**src/rtl/iir_sos_cascade_fp.sv**
```systemverilog
// Multi-channel cascade of second-order IIR sections on one time-shared 18-bit FP MAC.
// Define IIR_COEF_SHADOW_EN for a double-buffered coefficient bank swapped at pass start.
module iir_sos_cascade_fp #(
  parameter int NUM_SOS = 2,
  parameter int NUM_CH  = 2,
  parameter int CA_W    = $clog2(5*NUM_SOS+1)
) (
  input  logic                   state_clk,
  input  logic                   reset,
  input  logic                   lr_clk,
  input  logic [16*NUM_CH-1:0]   audio_in,
  output logic [16*NUM_CH-1:0]   audio_out,
  output logic                   out_valid,
  output logic                   busy,
  output logic                   overrun,
  input  logic                   coef_we,
  input  logic [CA_W-1:0]        coef_addr,
  input  logic [17:0]            coef_wdata,
  input  logic                   coef_commit
);
  localparam int CHW = (NUM_CH > 1) ? $clog2(NUM_CH) : 1;
  localparam int SW  = (NUM_SOS > 1) ? $clog2(NUM_SOS) : 1;
  localparam int NCH2 = 1 << CHW;
  localparam int NS2  = 1 << SW;
  localparam int NCO2 = 1 << CA_W;
  localparam logic [CA_W-1:0] GAIN_IDX = CA_W'(5*NUM_SOS);
  localparam logic [3:0] IDLE = 4'd0, LOAD = 4'd1, MAC0 = 4'd2, MAC1 = 4'd3, MAC2 = 4'd4,
                         MAC3 = 4'd5, MAC4 = 4'd6, UPD = 4'd7, GAIN = 4'd8, STORE = 4'd9,
                         DONE = 4'd10;

  function automatic logic [17:0] fp_mul(input logic [17:0] a, input logic [17:0] b);
    logic [17:0] p;
    logic [8:0] m;
    logic signed [10:0] e;
    p = {9'b0, a[8:0]} * {9'b0, b[8:0]};
    e = $signed({3'b0, a[16:9]}) + $signed({3'b0, b[16:9]}) - 11'sd128;
    if (p[17]) m = p[17:9];
    else begin
      m = p[16:8];
      e = e - 11'sd1;
    end
    if (!a[8] || !b[8] || e < 0) return 18'h0;
    if (e > 11'sd255) return {a[17] ^ b[17], 8'hFF, 9'h1FF};
    return {a[17] ^ b[17], e[7:0], m};
  endfunction

  function automatic logic [17:0] fp_add(input logic [17:0] a, input logic [17:0] b);
    logic [17:0] hi, lo;
    logic [7:0] d;
    logic [8:0] ls, dif;
    logic [9:0] sum;
    logic signed [9:0] e;
    int p;
    if (!a[8]) return b;
    if (!b[8]) return a;
    if (a[16:0] >= b[16:0]) begin hi = a; lo = b; end
    else begin hi = b; lo = a; end
    d  = hi[16:9] - lo[16:9];
    ls = (d > 8'd9) ? 9'd0 : (lo[8:0] >> d);
    if (hi[17] == lo[17]) begin
      sum = {1'b0, hi[8:0]} + {1'b0, ls};
      if (!sum[9]) return {hi[17], hi[16:9], sum[8:0]};
      if (hi[16:9] == 8'hFF) return {hi[17], 8'hFF, 9'h1FF};
      return {hi[17], hi[16:9] + 8'd1, sum[9:1]};
    end
    dif = hi[8:0] - ls;
    if (dif == 9'd0) return 18'h0;
    p = 0;
    for (int i = 0; i < 9; i++) if (dif[i]) p = i;
    e = $signed({2'b0, hi[16:9]}) - 10'(8 - p);
    if (e < 0) return 18'h0;
    return {hi[17], e[7:0], dif << (8 - p)};
  endfunction

  function automatic logic [17:0] int2fp(input logic [9:0] v);
    logic [9:0] mag;
    logic [18:0] t;
    int p;
    mag = v[9] ? (~v + 10'd1) : v;
    if (mag == 10'd0) return 18'h0;
    p = 0;
    for (int i = 0; i < 10; i++) if (mag[i]) p = i;
    t = {mag, 9'b0} >> (p + 1);
    return {v[9], 8'(129 + p), t[8:0]};
  endfunction

  // Truncate toward zero; anything of magnitude >= 512 clamps to the 10-bit rails.
  function automatic logic [9:0] fp2int(input logic [17:0] a);
    logic [9:0] mag;
    int sh;
    if (!a[8]) return 10'd0;
    sh = int'(a[16:9]) - 137;
    if (sh > 0) mag = a[17] ? 10'd512 : 10'd511;
    else        mag = {1'b0, a[8:0] >> (-sh)};
    return a[17] ? (~mag + 10'd1) : mag;
  endfunction

  logic [3:0]                state;
  logic                      lr_d;
  logic [CHW-1:0]            ch;
  logic [SW-1:0]             sec;
  logic [CA_W-1:0]           cptr;
  logic [NUM_CH-1:0][9:0]    samp;
  logic [NUM_CH-1:0][15:0]   stage, nstage, out_r;
  logic [17:0]               xin, acc, cval, opnd, prod, sum;
  logic [17:0]               x1 [NCH2][NS2];
  logic [17:0]               x2 [NCH2][NS2];
  logic [17:0]               y1 [NCH2][NS2];
  logic [17:0]               y2 [NCH2][NS2];
  logic [17:0]               coef [NCO2];
  logic                      start;

  assign start     = (state == IDLE) && lr_clk && !lr_d;
  assign busy      = (state != IDLE);
  assign out_valid = (state == DONE);
  assign audio_out = out_r;

  always_comb begin
    cval = coef[cptr];
    case (state)
      MAC1:    opnd = x1[ch][sec];
      MAC2:    opnd = x2[ch][sec];
      MAC3:    opnd = y1[ch][sec];
      MAC4:    opnd = y2[ch][sec];
      default: opnd = xin;
    endcase
    prod = fp_mul(cval, opnd);
    sum  = fp_add(acc, prod);
    nstage     = stage;
    nstage[ch] = {fp2int(acc), 6'b0};
  end

  always_ff @(posedge state_clk) begin
    if (reset) begin
      state <= IDLE;
      lr_d  <= 1'b1;
      overrun <= 1'b0;
      out_r <= '0;
      stage <= '0;
      samp  <= '0;
      ch    <= '0;
      sec   <= '0;
      cptr  <= '0;
      xin   <= '0;
      acc   <= '0;
      for (int i = 0; i < NCH2; i++)
        for (int j = 0; j < NS2; j++) begin
          x1[i][j] <= '0; x2[i][j] <= '0; y1[i][j] <= '0; y2[i][j] <= '0;
        end
    end else begin
      lr_d <= lr_clk;
      if (lr_clk && !lr_d && state != IDLE) overrun <= 1'b1;
      case (state)
        IDLE: if (start) begin
          for (int c = 0; c < NUM_CH; c++) samp[c] <= audio_in[16*c+6 +: 10];
          ch    <= '0;
          state <= LOAD;
        end
        LOAD: begin
          xin   <= int2fp(samp[ch]);
          sec   <= '0;
          cptr  <= '0;
          state <= MAC0;
        end
        MAC0, MAC1, MAC2, MAC3, MAC4: begin
          acc   <= (state == MAC0) ? prod : sum;
          cptr  <= cptr + CA_W'(1);
          state <= state + 4'd1;
        end
        UPD: begin
          y1[ch][sec] <= acc;
          y2[ch][sec] <= y1[ch][sec];
          x1[ch][sec] <= xin;
          x2[ch][sec] <= x1[ch][sec];
          xin <= acc;
          if (sec == SW'(NUM_SOS - 1)) state <= GAIN;
          else begin
            sec   <= sec + SW'(1);
            state <= MAC0;
          end
        end
        GAIN: begin
          acc   <= prod;
          state <= STORE;
        end
        // Slots are staged so every channel of audio_out changes in the same cycle.
        STORE: begin
          stage <= nstage;
          if (ch == CHW'(NUM_CH - 1)) begin
            out_r <= nstage;
            state <= DONE;
          end else begin
            ch    <= ch + CHW'(1);
            state <= LOAD;
          end
        end
        DONE:    state <= IDLE;
        default: state <= IDLE;
      endcase
    end
  end

`ifdef IIR_COEF_SHADOW_EN
  logic [17:0] shadow [NCO2];
  logic        pend;

  always_ff @(posedge state_clk)
    if (coef_we && coef_addr <= GAIN_IDX) shadow[coef_addr] <= coef_wdata;

  always_ff @(posedge state_clk)
    if (!reset && start && pend)
      for (int k = 0; k < NCO2; k++) coef[k] <= shadow[k];

  always_ff @(posedge state_clk) begin
    if (reset)            pend <= 1'b0;
    else if (coef_commit) pend <= 1'b1;
    else if (start)       pend <= 1'b0;
  end
`else
  logic unused_commit;
  assign unused_commit = coef_commit;

  // Coefficients are deliberately outside reset so they survive a mid-stream reset.
  always_ff @(posedge state_clk)
    if (coef_we && coef_addr <= GAIN_IDX) coef[coef_addr] <= coef_wdata;
`endif

endmodule
```
**config.mk**
```make
export PLATFORM = sky130hd
export DESIGN_NAME = iir_sos_cascade_fp
export DESIGN_NICKNAME = d
export VERILOG_FILES = /design/src/rtl/iir_sos_cascade_fp.sv
export SDC_FILE = /design/constraint.sdc
export NUM_CORES = 1
export LEC_CHECK = 0
export ABC_AREA = 1
export BUFFER_PORTS_ARGS = -buffer_cell sky130_fd_sc_hd__buf_2
export CAP_MARGIN = 20
export CORE_UTILIZATION = 57
export CTS_CLUSTER_DIAMETER = 120
export DETAILED_ROUTE_END_ITERATION = 10
export PLACE_DENSITY = 0.77
export REMOVE_ABC_BUFFERS = 1
export SLEW_MARGIN = 20
export SYNTH_ARGS = -nofsm -noshare
export SYNTH_HDL_FRONTEND = slang
export SYNTH_SLANG_ARGS = --single-unit
```
**constraint.sdc**
```tcl
create_clock -name state_clk -period 20.2 [get_ports state_clk]
set_input_delay 2.02 -clock state_clk [delete_from_list [all_inputs] [get_ports state_clk]]
set_output_delay 2.02 -clock state_clk [all_outputs]
set_load 0.1 [all_outputs]
```
# After elaboration in Yosys (flattened, before gate mapping)
# Memories as Yosys holds them, arrays and structs flattened. A register that Yosys moved wholly into a read port is not among the register bits.
# Cells that the tools add are included.
# totals
elab_cells,250
out_inout_bits,35
regBits,132
mem_bits_rw,576
n_memories,5
input_bits,59
# classes
n_bitwise,4
addsub,19
multipliers,1
order_cmp,11
n_mux,151
n_shift,4
n_eq_ne,13
reduce_logical,28
# mem_list
name,words,width,rd,rd_ports_with_merged_regs,write_ports,line_no,rtl
coef,16,18,1,1,1,110,logic [17:0] coef [NCO2];
x1,2,36,1,1,2,106,logic [17:0] x1 [NCH2][NS2];
x2,2,36,1,1,2,107,logic [17:0] x2 [NCH2][NS2];
y1,2,36,1,1,2,108,logic [17:0] y1 [NCH2][NS2];
y2,2,36,1,1,2,109,logic [17:0] y2 [NCH2][NS2];
# ops
operator,n
two-way mux 18 bit,41
two-way mux 32 bit,22
two-way mux 36 bit,9
OR reduction 36 bit,4
two-way mux 10 bit,8
case mux 18 bit (2 select lines),2
case mux 18 bit (4 select lines),1
two-way mux 1 bit,52
"adder 32 x 2 -> 32 bit, second input constant",1
bitwise mux 32 bit,1
negator 9 -> 32 bit,1
left shift 9 x 32 -> 9 bit,1
right shift 19 x 32 -> 9 bit,1
right shift 9 x 32 -> 9 bit,1
"subtractor 5 x 32 -> 32 bit, first input constant",1
case mux 4 bit (6 select lines),1
"adder 10 x 1 -> 10 bit, second input constant",2
two-way mux 4 bit,5
inverter 10 bit,2
demux 18 bit (select 1 bit),1
multiplier 9 x 9 -> 18 bit,1
two-way mux 9 bit,2
>= comparator 17 bit,1
demux 16 bit (select 1 bit),1
46 further kinds,69

# Logic depth before layout (Yosys ltp)
# Gate-level depths: netlist (run 1).
# depth
word_depth,50
ltp_mapped,99
depth_no_buf,96

# Least setup slack after synthesis (run 1)
# OpenSTA, ideal clock, no wires.
# synth_timing
kind,register to register
startpoint,register with a tool-made name
endpoint,register acc[7]
slack_ns,5.921
setup_time_ns,0.086
t_required_ns,20.114
stages_incl_launch_ff,96
arrival_time_ns,14.193
n_path_buf,12
period_less_slack_ns,14.279
path_cell_list,dfxtp_1 > buf_4 > buf_4 > buf_4 > clkbuf_1 > buf_1 > clkbuf_1 > o21ai_0 > nand3_1 > o21ai_0 > a2111o_1 > o21ai_1 > nor2_1 > fa_1 > inv_1 > fa_1 > inv_1 > fa_1 > [... 60 more ...] > ha_1 > inv_1 > nor3_1 > a21oi_1 > nor2_1 > o21a_1 > nor2_1 > inv_1 > a21oi_1 > inv_1 > nand2_1 > nor2_1 > inv_1 > nor2_1 > o211ai_1 > a31oi_1 > a21oi_1 > a211oi_1
# synth_rtl
element,line_no,rtl
"end signal, assigned",166,acc <= (state == MAC0) ? prod : sum;
"end signal, assigned",183,acc <= prod;
"end, declared",105,"logic [17:0] xin, acc, cval, opnd, prod, sum;"

==> results of run 1 <==
## synthesized netlist by cell type (4+ instances only)
library cell and instances:
a211oi_1 20, a21oi_1 224, a221o_1 4, a221oi_1 38
a311o_1 6, a31oi_1 35, a32o_1 20, and2_1 4
buf_1 24, buf_2 12, buf_4 5, buf_6 6
clkbuf_1 150, clkinv_1 11, dfxtp_1 121, edfxtp_1 576
fa_1 53, ha_1 115, inv_1 341, inv_2 10
mux2i_1 14, nand2_1 722, nand2_2 14, nand2_4 12
nand3_1 185, nand3_2 6, nand4_1 32, nor2_1 655
nor2_4 4, nor3_1 16, nor4_1 12, o211ai_1 25
o21ai_0 290, o21ai_1 14, o21bai_1 7, o221ai_1 33
o22ai_1 29, o311ai_0 4, o31ai_1 9, or2_2 9
or3_1 6, or4_1 4, xnor2_1 13, xor2_1 51
## critical path: cells and delay by family (launching register included)
kind	cells	cell delay [ns]
buffers and inverters	16	3.31
adders and majority gates	11	4.30
DFF	1	0.58
and+or+nand+nor	36	5.02
xor gates and xnor gates	2	0.61
AOI/OAI and AO/OA	20	3.84
## power breakdown
| group | leakage, nW | total (W) | internal, W | switching, W |
|---|---|---|---|---|
| registers | 6.62 | 0.00167 | 0.00162 | 0.0000511 |
| clock network | 1.16 | 0.00134 | 0.000768 | 0.000567 |
| logic | 8.63 | 0.00358 | 0.00110 | 0.00248 |
## final cells by class
cell class	count	area, sq um
diodes	1	2.50
clock buffers	85	1880
clock inverters	48	518
fillers	5092	22700
inverters	363	1370
multi-input cells	2815	15300
flip-flops and latches	697	19700
well taps	846	1060
repair buffers	132	795
## logic make-up (layout without fill, tap and decap cells)
kind of cell	count (synthesis)	after routing	synth area share, %
simple gates	1693	1693	19.1
compound gates	780	780	12.6
flops	697	697	53.5
buf+inv	562	628	5.99
fa+ha+maj	168	168	6.79
xor+xnor	65	65	1.57
mux	14	14	0.380
other cells	2	96	0.0204
## per-layer routing
layer	wire length [microns]	vias to the layer above	track usage, %
met5	0	-	0
met4	3030	0	11.1
met3	9100	231	5.96
met2	43700	1259	45.5
met1	37100	13700	37.0
li1	-	13800	-
## worst max-delay path by stage
stage | depth (start not counted) | end
final | 85 | acc[3]
after global routing | 85 | acc[3]
after CTS | 85 | acc[3]
after detailed placement | 85 | acc[3]
after global placement | 85 | acc[2]
after floorplan | 84 | acc[3]
## per-stage QoR
stage	hold slack, ns	cell area (sq um)
floorplan	0.425	36300
global placement	0.427	38300
detailed placement	0.430	38300
CTS	0.440	40700
global route	0.460	40700
finish	0.437	40700
## flip-flops by register name, indices dropped and copies added, names as in the netlist, named ones only
signal     count
stage         16
y1            72
acc           18
x1            72
ch             1
lr_d           1
xin           18
cptr           4
x2            72
coef         288
samp          20
state          4
audio_out     32
y2            72
overrun        1
sec            1
==> impl_metrics.toml, run 1 <==
[die]
num_rows = 92
die_area_sq_um = 65700
core_area_sq_um = 63400
start_util_pct = 58.1
num_io_pins = 94
fp.dieW_microns = 256
die_h_microns = 256

[clock_network]
cts_hold_buf = 0
cts_made_buffers = 72
clock_latency_ns = 0.63
ctsLongestPathBuffers = 3
clkTransAtPathRegs_ns = 0.06
post-cts-setup-buffer-count = 0
cts_max_level = 3
cts_sinks = 697
cts_root_buf = "clkbuf_16"
tritoncts = "done"
cts_resized = 0

[sta]
fmax_ghz = 0.0557
finalWorstSetupSlack_ns = 2.26
tightest_slew_ns = 1.14
post-route-min-period_ns = 17.94
period_share_pct = 88.8
slew_violations = 0
setup_viol = 0
finalHoldViolations = 0
fin_skew_ns = 0.0258
rsz0062_at_grt = "no"
fin_setup_tns_ns = 0
relSlewSlack_pct = 23.8

[cells_and_area]
final_cell_mix = "nand2_1, nor2_1, edfxtp_1, inv_1, o21ai_0"
drive_gt1_share_pct = 8.09
syn_to_final_growth_pct = 10.4
final_common_cell = "nand2_1"
fin_util_pct = 64.2
final_nets = 4308
final-instance-count-excl-fill = 4987

[critical_path]
cpPeakStageDelay_ns = 0.65
r2r_cells = 85
critPathArrivalTime_ns = 18.42
cp_max_fo = 65
slowest_stage = "buf_4"
cpMostUsedCell = "inv_1"
end_kind = "register"
required_ns = 20.67
cp-start-kind = "register"
regToRegSetupSlack_ns = 2.26
r2r-end = "acc[3]"
crit_type = "register to register"

[placement]
dp_slack_ns = 2.60
post-dp-hpwl_microns = 57000
numPortBuffers = 80
place.gp.congestion = 0.919
place_inst = 4853

[yosys]
synth_area_leaders = "edfxtp_1, nand2_1, nor2_1"
synth_top_area_cell = "edfxtp_1"
ys_types = 71
postSynthAreaPerCell_sq_um = 9.25
synth_cells = 3981
synth-main-ff-cell = "edfxtp_1"
synth_warnings = 0
seq_area_frac_synth_pct = 53.5
synth_edf_count = 576
synth_seq_cells = 697
syn-cell-area_sq_um = 36800
synthArstFlopShare_pct = 0
synth_top_area_share_pct = 47.0

[flow_run]
drv_cap = 0

[hold_path]
whs_endpoint = "audio_out[27]"
whs_path_depth = 2
holdCritStartpoint = "audio_out[27]"
hp-class = "register to register"

[routing]
ant_nets = 0
routed_wl_microns = 92900
vias_per_cell = 5.80
drtIter0Drc = 2832
wl_per_cell_microns = 18.6
first_pass_iters = 8
vias = 28900
drcViolationCount = 0

[global_route]
grt_usage_pct = 28.1
antenna_found_initial = 2
grt_pass1_vias = 27600
overflow = 0
grt_pass1_wl_microns = 145000
grt_start_max_net_pins = 107

[pwr]
peakVddDrop_v = 0.000409
p_leak_nw = 16.4
power_density_nw_per_um2 = 162
power_w = 0.00658

[run_status]
outcome = "finished, final reports clean"
Power figures use the tool's default switching activity.
==> run 2, diff against run 1 <==
--- a/config.mk
+++ b/config.mk
@@ -11,6 +11,7 @@
 export CORE_UTILIZATION = 57
 export CTS_CLUSTER_DIAMETER = 120
 export DETAILED_ROUTE_END_ITERATION = 10
+export GPL_TIMING_DRIVEN = 0
 export PLACE_DENSITY = 0.77
 export REMOVE_ABC_BUFFERS = 1
 export SLEW_MARGIN = 20
==> constraint.sdc (replaced) <==
create_clock -name state_clk -period 20.2 [get_ports state_clk]
set_input_delay 2.02 -clock state_clk [delete_from_list [all_inputs] [get_ports state_clk]]
set_output_delay 2.02 -clock state_clk [all_outputs]
set_load 0.05 [all_outputs]
==> run 2 against run 1 <==
  * Register-to-register slack got worse by 0.44 ns
  * Core utilization up 0.53 points
  * Hold slack worse by 0.0020 ns
  * Final area increased by 0.83%
  * Cell count is 0.46% lower
  * Setup slack got worse by 0.44 ns
  * Non-clock buffer count shrank 24
  * Sequential share of layout area fell by 0.39 points
==> impl_metrics.toml, run 2 (synthesized netlist as in run 1, its figures left out) <==
[placement]
place.gp.congestion = 0.947
dp_slack_ns = 1.06
numPortBuffers = 80
place_inst = 4829
post-dp-hpwl_microns = 59100

[clock_network]
tritoncts = "done"
ctsLongestPathBuffers = 3
cts_sinks = 697
cts_max_level = 3
clkTransAtPathRegs_ns = 0.06
clock_latency_ns = 0.65
cts_made_buffers = 73
cts_root_buf = "clkbuf_16"
post-cts-setup-buffer-count = 0

[critical_path]
crit_type = "register to register"
cp-start-kind = "register"
critPathArrivalTime_ns = 18.84
end_kind = "register"
critPathTopFamily = "simple AND/OR/NAND/NOR gates"
path_buf_inv = 14
cpMostUsedCell = "inv_1"
required_ns = 20.66
slowest_stage = "or4_1"
cp_max_fo = 28
cpPeakStageDelay_ns = 0.62

[sta]
post-route-min-period_ns = 18.39
worst_hold_slack_ns = 0.435
setup_viol = 0
fin_skew_ns = 0.0312
tightest_slew_ns = 1.10
slew_violations = 0
fmax_ghz = 0.0544
finalHoldViolations = 0
period_share_pct = 91.0
rsz0062_at_grt = "no"
finalWorstSetupSlack_ns = 1.81
relSlewSlack_pct = 26.3

[routing]
vias_per_cell = 5.83
routed_wl_microns = 94300
vias = 28900
wl_per_cell_microns = 19.0
drtIter0Drc = 3234
first_pass_iters = 6
drcViolationCount = 0
ant_nets = 0

[die]
die_h_microns = 256
num_io_pins = 94
num_rows = 92
start_util_pct = 58.1
die_area_sq_um = 65700
fp.dieW_microns = 256
core_area_sq_um = 63400

[pwr]
peakVddDrop_v = 0.000532
power_density_nw_per_um2 = 161
internal_power_w = 0.00348
pwr-share-seq_pct = 25.2
power_w = 0.00661
pwr-share-clk_pct = 20.5
power_switching_w = 0.00313
p_leak_nw = 16.5
power_frac_comb_pct = 54.4
switching_share_pct = 47.3

[global_route]
grt_start_max_net_pins = 89
grt_use_met1_pct = 37.8
grt_pass1_vias = 28000
antenna_found_initial = 1
grt_busiest_layer = "met2"
overflow = 0
grt.met2_usage_pct = 47.3
grt_pass1_wl_microns = 148000
met3_usage_pct = 4.26
grt_usage_pct = 28.4

[run_status]
outcome = "finished, final reports clean"

[flow_run]
drv_cap = 0

[cells_and_area]
final_common_cell = "nand2_1"
drive_gt1_share_pct = 7.84
final_cell_mix = "nand2_1, nor2_1, edfxtp_1, inv_1, o21ai_0"
final_nets = 4286
diodes = 0
regMostFlops = "coef"
final.fill_count = 4944
final-instance-count-excl-fill = 4964
syn_to_final_growth_pct = 11.4
largest_register_ff_count = 288

[hold_path]
hp-class = "register to register"
[run 2: cell types whose count changed in the layout (fill, tap and decap cells not counted), moves of 4 or more]
cell      change
nor2_2        -9
clkbuf_8      +4
buf_6         +5
nor2_4       +11
buf_12       +11
buf_4        -51
buf_16        +9
o21ai_2       +4
[run 2: cell type report]
type	count	area [sq um]	area share (%)
repair buffers	108	966	2.35
flip-flops and latches	697	19700	48.1
clock inverters	45	489	1.19
inverters	363	1390	3.38
repair inverters	1	5.00	0.0122
clock buffers	89	1960	4.77
multi-input cells	2815	15400	37.6
well taps	846	1060	2.58
[run 2: final timing paths]
check                start            end  slack, ns  cells past startpoint
min reg2reg  audio_out[30]  audio_out[30]       0.43                      2
min          audio_out[30]  audio_out[30]       0.43                      2
max reg2reg       state[0]         acc[7]       1.81                     87
max               state[0]         acc[7]       1.81                     87
[run 2: power groups by stage]
stage	combinational [W]	sequential (W)	clock, W
after floorplan	0.00269	0.00168	0
after global placement	0.00344	0.00170	0
after detailed placement	0.00349	0.00169	0
after CTS	0.00350	0.00166	0.00136
after global routing	0.00402	0.00167	0.00142
final	0.00359	0.00166	0.00135
[run 2: metal layers]
layer	wire length (microns)	vias up
met1	38500	13700
met3	7930	200
met2	45000	1277
met5	0	-
met4	2890	0
li1	-	13700
[run 2: stage by stage]
stage	utilization, %	instance area (sq um)	setup TNS, ns
final	64.7	41000	0
after CTS	64.7	41000	0
after global placement	59.6	37800	-89.03
after floorplan	-	36300	0
after detailed placement	60.8	38600	0
after global routing	64.7	41000	0
[run 2: what timing repair did]
item	4_1_cts	5_1_grt
setup endpoints to repair	0	15
hold buffers	0	0
gates resized for setup	0	2
[run 2: worst reg2reg max path, delay by kind of cell, from the launching register on]
kind,cells,cell delay [ns]
xor gates and xnor gates,2,0.60
DFF,1,0.38
and+or+nand+nor,36,6.33
buffers and inverters,14,1.87
adders and majority gates,12,4.28
AOI/OAI and AO/OA,23,4.77
